===== src/rtl/regfile_wb_arbiter.sv =====
// rtl/regfile_wb_arbiter.sv - two-requester writeback arbiter for the register file write port
//
// Optional feature macro: WB_ARB_RR_EN
//   undefined : req1 has fixed priority; req0 is force-granted after waiting STARVE_LIMIT cycles
//   defined   : round-robin between the requesters; the starvation guard is removed
//
// Ports:
//   clk_i, rst_ni                    clock, synchronous active-low reset
//   req0_valid_i/ready_o/addr_i/data_i  ALU writeback request (valid/ready handshake)
//   req1_valid_i/ready_o/addr_i/data_i  load writeback request (valid/ready handshake)
//   rf_we_o, rf_addr_o, rf_data_o    registered register-file write command
//   pend_mask_o                      registers with a write requested or in flight
//   conflict_cnt_o                   saturating count of cycles with both requests valid

module regfile_wb_arbiter #(
    parameter int ADDR_WIDTH   = 5,
    parameter int DATA_WIDTH   = 32,
    parameter int STARVE_LIMIT = 4,
    parameter int CNT_WIDTH    = 16
) (
    input  logic                    clk_i,
    input  logic                    rst_ni,
    input  logic                    req0_valid_i,
    output logic                    req0_ready_o,
    input  logic [ADDR_WIDTH-1:0]   req0_addr_i,
    input  logic [DATA_WIDTH-1:0]   req0_data_i,
    input  logic                    req1_valid_i,
    output logic                    req1_ready_o,
    input  logic [ADDR_WIDTH-1:0]   req1_addr_i,
    input  logic [DATA_WIDTH-1:0]   req1_data_i,
    output logic                    rf_we_o,
    output logic [ADDR_WIDTH-1:0]   rf_addr_o,
    output logic [DATA_WIDTH-1:0]   rf_data_o,
    output logic [2**ADDR_WIDTH-1:0] pend_mask_o,
    output logic [CNT_WIDTH-1:0]    conflict_cnt_o
);

    localparam int DEPTH = 2**ADDR_WIDTH;

    logic grant0;
    logic grant1;
    logic bothValid;
    logic sameAddr;

    assign bothValid = req0_valid_i & req1_valid_i;
    // The load must land before the ALU value so the younger ALU result is the one left in the register.
    assign sameAddr  = bothValid && (req0_addr_i == req1_addr_i) && (req0_addr_i != '0);

`ifdef WB_ARB_RR_EN
    typedef enum logic {
        PRIO_REQ0 = 1'b0,
        PRIO_REQ1 = 1'b1
    } rrPrio_t;

    // Requester that wins the next tie; flips to the other side on every grant.
    rrPrio_t rrPrio;

    always_ff @(posedge clk_i) begin
        if (!rst_ni) begin
            rrPrio <= PRIO_REQ1;
        end else if (grant0) begin
            rrPrio <= PRIO_REQ1;
        end else if (grant1) begin
            rrPrio <= PRIO_REQ0;
        end
    end
`else
    localparam int STARVE_W = (STARVE_LIMIT < 1) ? 1 : $clog2(STARVE_LIMIT + 1);

    // Cycles req0 has been valid and passed over; saturates at the limit.
    logic [STARVE_W-1:0] starveCnt;

    always_ff @(posedge clk_i) begin
        if (!rst_ni) begin
            starveCnt <= '0;
        end else if (!req0_valid_i || grant0) begin
            starveCnt <= '0;
        end else if (starveCnt < STARVE_W'(STARVE_LIMIT)) begin
            starveCnt <= starveCnt + 1'b1;
        end
    end
`endif

    always_comb begin
        grant0 = 1'b0;
        grant1 = 1'b0;
        if (rst_ni) begin
            if (bothValid) begin
                if (sameAddr) begin
                    grant1 = 1'b1;
`ifdef WB_ARB_RR_EN
                end else if (rrPrio == PRIO_REQ0) begin
                    grant0 = 1'b1;
`else
                end else if (starveCnt >= STARVE_W'(STARVE_LIMIT)) begin
                    grant0 = 1'b1;
`endif
                end else begin
                    grant1 = 1'b1;
                end
            end else begin
                grant0 = req0_valid_i;
                grant1 = req1_valid_i;
            end
        end
    end

    assign req0_ready_o = grant0;
    assign req1_ready_o = grant1;

    // Grants to x0 are consumed without a write; address/data then hold like an idle cycle.
    always_ff @(posedge clk_i) begin
        if (!rst_ni) begin
            rf_we_o   <= 1'b0;
            rf_addr_o <= '0;
            rf_data_o <= '0;
        end else begin
            rf_we_o <= 1'b0;
            if (grant1) begin
                if (req1_addr_i != '0) begin
                    rf_we_o   <= 1'b1;
                    rf_addr_o <= req1_addr_i;
                    rf_data_o <= req1_data_i;
                end
            end else if (grant0) begin
                if (req0_addr_i != '0) begin
                    rf_we_o   <= 1'b1;
                    rf_addr_o <= req0_addr_i;
                    rf_data_o <= req0_data_i;
                end
            end
        end
    end

    always_ff @(posedge clk_i) begin
        if (!rst_ni) begin
            conflict_cnt_o <= '0;
        end else if (bothValid && (conflict_cnt_o != '1)) begin
            conflict_cnt_o <= conflict_cnt_o + 1'b1;
        end
    end

    // Bit 0 is never pending because x0 is never written.
    always_comb begin
        pend_mask_o = '0;
        for (int k = 1; k < DEPTH; k++) begin
            if ((req0_valid_i && (req0_addr_i == ADDR_WIDTH'(k))) ||
                (req1_valid_i && (req1_addr_i == ADDR_WIDTH'(k))) ||
                (rf_we_o && (rf_addr_o == ADDR_WIDTH'(k)))) begin
                pend_mask_o[k] = 1'b1;
            end
        end
    end

endmodule


===== config.mk =====
export PLATFORM = sky130hd
export DESIGN_NAME = regfile_wb_arbiter
export DESIGN_NICKNAME = d
export VERILOG_FILES = /design/src/rtl/regfile_wb_arbiter.sv
export SDC_FILE = /design/constraint.sdc
export NUM_CORES = 1
export LEC_CHECK = 0
export CORE_MARGIN = 2
export CORE_UTILIZATION = 46
export DETAILED_ROUTE_END_ITERATION = 8
export PLACE_DENSITY = 0.84
export SLEW_MARGIN = 40
export SYNTH_ARGS = -nofsm -noshare
export SYNTH_HDL_FRONTEND = slang
export SYNTH_SLANG_ARGS = --single-unit

===== constraint.sdc =====
create_clock -name clk_i -period 6.3 [get_ports clk_i]
set_input_delay 1.26 -clock clk_i [delete_from_list [all_inputs] [get_ports clk_i]]
set_output_delay 1.26 -clock clk_i [all_outputs]
set_load 0.01 [all_outputs]

Word level (Yosys, flattened, before mapping). Cells that the tools add are included.

Flip-flop bits (word level): 57. Input bits: 78. Output and inout bits: 88. Logic and storage cells: 324.

Add/subtract/negate cells: 2. $lt $le $gt $ge: 2. Equality and inequality tests: 96. Mux-type cells: 51. Bitwise logic cells: 2. Reductions and logical operators: 166.

Operators by type and width (number): equality test 5 bit, second input constant (48); two-way mux 32 bit (4); equality test 5 x 4 -> 1 bit, second input constant (24); logical AND 1 bit (96); logical OR 1 bit (63); equality test 5 x 3 -> 1 bit, second input constant (12); two-way mux 1 bit (43); equality test 5 x 2 -> 1 bit, second input constant (6); two-way mux 5 bit (4); adder 16 x 1 -> 16 bit, second input constant (1); inequality test 16 bit, second input constant (1); equality test 5 x 1 -> 1 bit, second input constant (3); nonzero test 5 bit (2); equality test 5 bit (1); nonzero test 2 bit (2); adder 3 x 1 -> 3 bit, second input constant (1); >= comparator 3 bit, second input constant (1); less-than comparator 3 bit, second input constant (1); AND reduction 3 bit (1); inequality test 2 x 1 -> 1 bit, second input constant (1); OR reduction 2 bit (1); AND 1 bit (1); logical NOT 1 bit (1); inverter 1 bit (1).

Depth between registers and ports, before layout. Gate-level depths: netlist of run 1.

Depth in word-level cells: 8. Gate-level depth with buffers: 9. Gate-level depth less buffers: 6.

Worst setup path before layout of run 1. OpenSTA, ideal clock, no wires.

Kind: input port to output port. From: input port req0_addr_i[2]. To: output port req1_ready_o. Data arrival time: 2.543 ns. Data required time: 5.040 ns. Path slack: 2.497 ns. Stages on the path: 7. Buffers on the path: 3. Path through: buf_2 > xor2_1 > a211o_1 > o41a_1 > inv_2 > buf_4 > buf_2.

Cells in the longest elaborated chain, start to end: 6. Elaborated cells on any way between the ends: 7. Those cells by class: eq/ne (1); mux (3); reduce/logical (3).

Ends and longest elaborated chain: from (decl) (line 25) `input logic [ADDR_WIDTH-1:0] req0_addr_i,`; equality test 5 bit (line 47) `assign sameAddr = bothValid && (req0_addr_i == req1_addr_i) && (req0_addr_i != '0);`; logical AND 1 bit (line 47); logical AND 1 bit (*) (line 47); two-way mux 1 bit (*) (line 89) `if (sameAddr) begin`; two-way mux 1 bit (*) (line 88) `if (bothValid) begin`; two-way mux 1 bit (*) (line 87) `if (rst_ni) begin`; to (decl) (line 28) `output logic req1_ready_o,`.

Mark *: on every way between the ends. The rest lies on a longest branch, timed or not.

Worst setup path after layout of run 1.
From: input port req1_addr_i[0]. To: output port req0_ready_o.

Cells in the longest elaborated chain, start to end: 6.

Ends and longest elaborated chain: from (decl) (line 29) `input logic [ADDR_WIDTH-1:0] req1_addr_i,`; equality test 5 bit (line 47); logical AND 1 bit (2 in series) (line 47); two-way mux 1 bit (line 89); two-way mux 1 bit (line 88); two-way mux 1 bit (line 87); to (decl) (line 24) `output logic req0_ready_o,`.

No other way between the ends.

==> flow_summary.toml, run 1 <==
[floorplan]
fp.dieW_microns = 95.3
io_pins = 166
core.rowCount = 33
design.die.area_sq_um = 9090
die_h_microns = 95.3
starting_density_pct = 47.2
coreArea_sq_um = 8130

[detailed_routing]
total_drc_errors_in_the_routed_layout = 0
drt_wl_total_mm = 13.0
detail_route.first_pass.iterations = 5
via_per_inst = 6.05
detail_route.wl_per_cell_microns = 17.6
dr_total_vias = 4470
1st_iter_drt_viols = 298
detail-route-antenna-nets = 0

[clock_network]
cts_max_path_bufs = 2
tritoncts.num_buffers = 9
post-cts-setup-buffer-count = 0
cts_tree = "built"
insertion_delay_ps = 330
clk_root_buffer_cell = "sky130_fd_sc_hd__clkbuf_8"
clock_tree.htree_level_count = 3
cts.sinks = 57
cts_hold_repair.buffers = 0
post_cts_resize_count = 0
worst_setup_hold_path_clk_slew_ps = 60

[global_route]
globalRouteTotalUtil_pct = 29.7
gr-total-overflow = 0
grt_pass1_vias = 4436
grt_antenna_before_repair = 0
grt_pass1_wl_mm = 21.4
grt_max_degree = 76

[power]
peak_supply_drop_mv = 0.122
cellLeakagePower_uw = 0.00205
p_per_cell_area_nw_per_um2 = 182

[synth]
synth-edff-count = 0
dominant_synthesized_flop_cell = "sky130_fd_sc_hd__dfxtp_1"
synthSimpleGateAreaFrac_pct = 25.4
mappedNetlistArea_sq_um = 3840
yosys.area_share.adder_pct = 0.978
post_synth_num_cell_types = 46
ys_async_sr_fraction_pct = 0
synth.ff_latch_count = 57
syn-instance-count = 499
post_synth_mux_area_share_pct = 0.783
synth_top_family_by_area = "compound AO/OA/AOI/OAI gates"
synth.yosys.seq_area_share_pct = 29.7
synth_warnings = 0
synthesis.area_per_instance_sq_um = 7.69
xor_and_xnor_fraction_of_the_mapped_netlist_area_pct = 2.97
post_synthesis_compound_gate_area_fraction_pct = 32.8
synth_fp_nets = 580

[critical_path]
timing.reg2reg.setup_slack_ps = 4060
timing.critical_path.from = "req1_addr_i[0]"
cp.arrival_ps = 3610
reg2reg_depth = 6
worstSetupPathType = "in -> out"
worst_setup_path_end_kind = "primary output"
end_of_the_critical_path = "req0_ready_o"
worst-path-max-fanout = 39
r2r_start = "starveCnt[2]"
critPathRequiredTime_ps = 5040
worstSetupStartpointType = "input pin"
r2r-end = "rf_addr_o[1]"

[placement]
detailed_place_hpwl_mm = 9.15
dp_slack_ps = 1460
count_of_input_and_output_buffers = 164
placedCellCount = 724
gp_congestion = 0.912

[timing]
fin_crit_sh_pct = 77.3
maxClockFrequency_mhz = 205
fin_skew_ps = 11.9
post-route-worst-setup-slack_ps = 1430
timing.slew.headroom_pct = 50.6
layout_min_cycle_time_ps = 4870
setup-tns-final_ps = 0
finalSetupViolCount = 0
final_hold_slack_ps = 524
worst-slew-pin-transition_ps = 741
final-max-slew-violation-count = 0
rsz0062_at_grt = "false"
report.final.hold_viol_count = 0

[status]
outcome = "finished, final reports clean"

[finish]
diodes = 0
layout.nets = 711
fillers = 654
most_common_library_cell_in_the_layout_ignoring_fill_and_taps = "sky130_fd_sc_hd__clkdlybuf4s50_1"
final_cell_mix = "164 x sky130_fd_sc_hd__clkdlybuf4s50_1, 148 x sky130_fd_sc_hd__nand2_1, 57 x sky130_fd_sc_hd__dfxtp_1, 35 x sky130_fd_sc_hd__a221oi_1, 27 x sky130_fd_sc_hd__nor2_1"
final_core_utilization_pct = 69.1
layout-drive-gt1-share_pct = 7.26
area.growth.synth_to_final_pct = 46.4
fin_cells = 739

[worst_hold_path]
hold_path_class = "reg -> reg"

[run]
maxCapViolations = 0
## layout make-up
| type | count | area [sq um] | share of cell area [%] |
|---|---|---|---|
| Sequential cell | 57 | 1140 | 20.3 |
| Tap cell | 105 | 131 | 2.34 |
| Timing Repair Buffer | 170 | 1690 | 30.0 |
| Clock buffer | 12 | 155 | 2.76 |
| Multi-Input combinational cell | 383 | 2430 | 43.3 |
| Inverter | 9 | 33.8 | 0.601 |
| Clock inverter | 3 | 40.0 | 0.713 |
## worst min path at each step
stage / startpoint / to / slack, ps / depth (start not counted)
after global routing: conflict_cnt_o[14] / conflict_cnt_o[14] / 530 / 2
after CTS: conflict_cnt_o[13] / conflict_cnt_o[13] / 520 / 2
final: conflict_cnt_o[13] / conflict_cnt_o[13] / 520 / 2
after global placement: conflict_cnt_o[14] / conflict_cnt_o[14] / 460 / 2
after floorplan: starveCnt[1] / starveCnt[1] / 490 / 2
after detailed placement: conflict_cnt_o[13] / conflict_cnt_o[13] / 510 / 2
## cell families after synthesis
family | Yosys count
other | 1
and+or+nand+nor | 227
DFF | 57
xor gates and xnor gates | 13
adders and majority gates | 3
buffers and inverters | 59
AOI/OAI and AO/OA | 136
muxes | 3
## worst max-delay path, cell delays in order
cell and delay (ps):
sky130_fd_sc_hd__clkdlybuf4s50_1 650, sky130_fd_sc_hd__xor2_1 250, sky130_fd_sc_hd__a211o_1 330, sky130_fd_sc_hd__o41a_1 320, sky130_fd_sc_hd__buf_4 270, sky130_fd_sc_hd__clkdlybuf4s50_1 540
## per-layer routing
layer  global-route usage [%]  vias up  wire [microns]
li1                         -     2111               -
met1                     37.0     2117            5290
met2                     47.3      212            6150
met3                     8.93       30            1240
met4                     12.9        0             337
met5                        0        -               0
## where the power goes
| group | switching, uW | internal (uW) |
|---|---|---|
| sequential | 21.8 | 384 |
| combinational | 132 | 142 |
| clock | 143 | 201 |
| total | 297 | 727 |
## synthesized netlist by cell type, types with 2 or more instances
cell type	n	share of area [%]
sky130_fd_sc_hd__a21oi_1	6	0.78
sky130_fd_sc_hd__nand2b_1	6	0.98
sky130_fd_sc_hd__ha_1	3	0.98
sky130_fd_sc_hd__inv_1	7	0.69
sky130_fd_sc_hd__mux2i_1	3	0.78
sky130_fd_sc_hd__nor2b_1	14	2.3
sky130_fd_sc_hd__buf_4	5	0.98
sky130_fd_sc_hd__o2111ai_1	3	0.69
sky130_fd_sc_hd__nor2_1	27	2.6
sky130_fd_sc_hd__buf_2	15	2.0
sky130_fd_sc_hd__clkbuf_1	28	2.7
sky130_fd_sc_hd__a311oi_2	20	7.8
sky130_fd_sc_hd__a32oi_1	14	3.2
sky130_fd_sc_hd__or3_1	7	1.1
sky130_fd_sc_hd__nand3_1	4	0.52
sky130_fd_sc_hd__a221oi_2	2	0.78
sky130_fd_sc_hd__o211ai_1	3	0.59
sky130_fd_sc_hd__a221oi_1	35	8.0
sky130_fd_sc_hd__o21ai_0	6	0.78
sky130_fd_sc_hd__and3_1	5	0.82
sky130_fd_sc_hd__xnor2_1	2	0.46
sky130_fd_sc_hd__dfxtp_1	57	30
sky130_fd_sc_hd__nor3_1	7	0.91
sky130_fd_sc_hd__a22oi_1	16	3.1
sky130_fd_sc_hd__buf_6	2	0.59
sky130_fd_sc_hd__and4_1	2	0.46
sky130_fd_sc_hd__o41a_1	2	0.59
sky130_fd_sc_hd__o31ai_1	5	0.98
sky130_fd_sc_hd__xor2_1	11	2.5
sky130_fd_sc_hd__and2_1	3	0.49
sky130_fd_sc_hd__a311oi_1	17	3.9
sky130_fd_sc_hd__nand2_1	148	14
## stage by stage
step	power [uW]	cell area, sq um
floorplan	552	3840
global placement	681	5420
detailed placement	686	5420
CTS	1030	5620
global route	1080	5620
finish	1020	5620
## flip-flops by register name (all words and copies together), names as in the netlist
| signal | flops |
|---|---|
| conflict_cnt_o | 16 |
| rf_data_o | 32 |
| rf_we_o | 1 |
| rf_addr_o | 5 |
| starveCnt | 3 |
Note: power is estimated with default switching activity, not from simulation.
==> run 2: changes to the inputs <==
Settings changed: CORE_UTILIZATION 46 to 39, PLACE_DENSITY 0.84 to 0.76.
Clock period 6.3 ns to 4.4 ns, I/O delays scaled along.
==> run 2 against run 1 <==
  * Power up 45%
  * Register-to-register slack worse by 1800 ps
  * Via count about the same
  * Sequential power up 44%
  * First-iteration DRC count down 30%
  * Combinational power up 45%
  * Count of clock-buffer cells in the layout unchanged
  * Worst hold slack worse by 17 ps
  * Global-route usage down 5.1 points
  * Critical path type unchanged
==> flow_summary.toml, run 2 (same netlist as run 1, synthesis figures left out) <==
[status]
outcome = "finished, final reports clean"

[timing]
layout_min_cycle_time_ps = 4030
report.final.hold_viol_count = 0
final_hold_slack_ps = 507
rsz0062_at_grt = "false"
worst-slew-pin-transition_ps = 755
post-route-worst-setup-slack_ps = 371
finalSetupViolCount = 0
setup-tns-final_ps = 0
fin_skew_ps = 9.39
final-max-slew-violation-count = 0
fin_crit_sh_pct = 91.6
timing.slew.headroom_pct = 49.7
maxClockFrequency_mhz = 248

[critical_path]
worstPathBufferInverterCount = 2
critPathRequiredTime_ps = 3520
critical-path-top-delay-family = "buffers and inverters"
worstSetupPathType = "in -> out"
critical-path-slowest-cell = "sky130_fd_sc_hd__clkdlybuf4s50_1"
worstSetupStartpointType = "input pin"
r2r-end = "rf_data_o[21]"
reg2reg_depth = 7
worst-path-max-fanout = 10
r2r_start = "starveCnt[2]"
worst_setup_path_end_kind = "primary output"
cp_cell_sequence = "clkdlybuf4s50_1, nor2b_1, nor2b_1, a32oi_1, nand2_1, clkdlybuf4s50_1"
cp.arrival_ps = 3150
critical_path_max_stage_delay_ps = 740
timing.reg2reg.setup_slack_ps = 2210

[power]
cellLeakagePower_uw = 0.00206
cell_internal_pwr_uw = 1060
power.net_switching_uw = 425
p_per_cell_area_nw_per_um2 = 261
power.sequential.fraction_pct = 39.3
power.share.switching_pct = 28.7
power.share.clock_pct = 34.0
overall_power_consumption_uw = 1480
power_frac_comb_pct = 26.7
peak_supply_drop_mv = 0.163

[finish]
reg.largest.list = "rf_data_o (32), conflict_cnt_o (16), rf_addr_o (5)"
fillers = 884
final_cell_mix = "164 x sky130_fd_sc_hd__clkdlybuf4s50_1, 148 x sky130_fd_sc_hd__nand2_1, 57 x sky130_fd_sc_hd__dfxtp_1, 35 x sky130_fd_sc_hd__a221oi_1, 27 x sky130_fd_sc_hd__nor2_1"
layout.nets = 712
regMostFlops = "rf_data_o"
diodes = 0
most_common_library_cell_in_the_layout_ignoring_fill_and_taps = "sky130_fd_sc_hd__clkdlybuf4s50_1"
layout-drive-gt1-share_pct = 7.57
area.growth.synth_to_final_pct = 48.0
largest_reg_flops = 32

[detailed_routing]
1st_iter_drt_viols = 208
drt_wl_total_mm = 13.3
total_drc_errors_in_the_routed_layout = 0
metal3_wl_mm = 1.36
met2WireLength_mm = 6.21
via_per_inst = 5.82
dr_total_vias = 4467
detail_route.first_pass.iterations = 5
met1_length_mm = 5.54
detail-route-antenna-nets = 0
top_signal_layer_used = "met4"
detail_route.wl_per_cell_microns = 17.4

[floorplan]
io_pins = 166
coreArea_sq_um = 9640
design.die.area_sq_um = 10600
core.rowCount = 36
starting_density_pct = 39.8
fp.dieW_microns = 103
die_h_microns = 103

[clock_network]
tritoncts.num_buffers = 9
cts.sinks = 57
post-cts-setup-buffer-count = 0
clock_tree.htree_level_count = 3
post_cts_resize_count = 0
cts_max_path_bufs = 2
cts_hold_repair.buffers = 0
cts_tree = "built"
clk_root_buffer_cell = "sky130_fd_sc_hd__clkbuf_8"
insertion_delay_ps = 340
worst_setup_hold_path_clk_slew_ps = 60

[worst_hold_path]
worstHoldEndpoint = "conflict_cnt_o[14]"
hold_path_class = "reg -> reg"
hold_path.startpoint = "conflict_cnt_o[14]"
hold_path_cells = 2

[global_route]
globalRouteTotalUtil_pct = 24.6
grt_max_degree = 76
grt_pass1_vias = 4096
grt_antenna_before_repair = 0
grt_pass1_wl_mm = 20.8
gr-total-overflow = 0

[placement]
detailed_place_hpwl_mm = 9.29
count_of_input_and_output_buffers = 164
dp_slack_ps = 424
gp_congestion = 0.966

[run]
maxCapViolations = 0
-- run 2: cell count changes in the layout (fill, tap and decap cells not counted), sizes merged --
cell	delta
clkinvlp	+1
buf	+1
clkinv	-2
-- run 2: metal layers --
layer / global-route usage, % / up-vias
li1: - / 2104
met1: 31.8 / 2096
met2: 39.1 / 247
met3: 7.86 / 20
met4: 8.00 / 0
met5: 0 / -
-- run 2: worst max-delay path by stage --
stage                              start         endpoint  cells past startpoint
after floorplan           req0_addr_i[2]     req1_ready_o                      7
after global placement    req1_addr_i[2]  pend_mask_o[23]                      6
after detailed placement  req1_addr_i[2]  pend_mask_o[23]                      6
after CTS                 req1_addr_i[2]  pend_mask_o[23]                      6
after global routing      req1_addr_i[2]  pend_mask_o[23]                      6
final                     req1_addr_i[2]  pend_mask_o[23]                      6
-- run 2: cell type report --
class | count | area (sq um) | share of cell area [%]
Sequential cell | 57 | 1140 | 20.1
Multi-Input combinational cell | 383 | 2420 | 42.7
Tap cell | 133 | 166 | 2.93
Timing Repair Buffer | 171 | 1710 | 30.1
Clock buffer | 12 | 165 | 2.91
Clock inverter | 2 | 37.5 | 0.661
Inverter | 9 | 36.3 | 0.639
-- run 2: per-stage QoR --
step | instances | cell area [sq um] | util, %
after CTS | 767 | 5680 | 58.9
after floorplan | 499 | 3840 | -
after detailed placement | 753 | 5470 | 56.8
after global routing | 767 | 5680 | 58.9
after global placement | 753 | 5470 | 56.8
final | 767 | 5680 | 58.9
-- run 2: worst register-to-register path, stage by stage (launching register included) --
cell                       delay (ps)
sky130_fd_sc_hd__dfxtp_1          380
sky130_fd_sc_hd__a21o_1           180
sky130_fd_sc_hd__o41a_1           130
sky130_fd_sc_hd__inv_2             70
sky130_fd_sc_hd__buf_4            590
sky130_fd_sc_hd__a22o_2           310
sky130_fd_sc_hd__buf_12           230
sky130_fd_sc_hd__a311oi_2         160
-- run 2: power by group through the flow --
stage | clock network, uW | registers [uW] | logic, uW
after detailed placement | 0 | 591 | 394
after global placement | 0 | 591 | 391
after floorplan | 0 | 595 | 195
after CTS | 512 | 581 | 396
after global routing | 534 | 586 | 428
final | 505 | 583 | 396
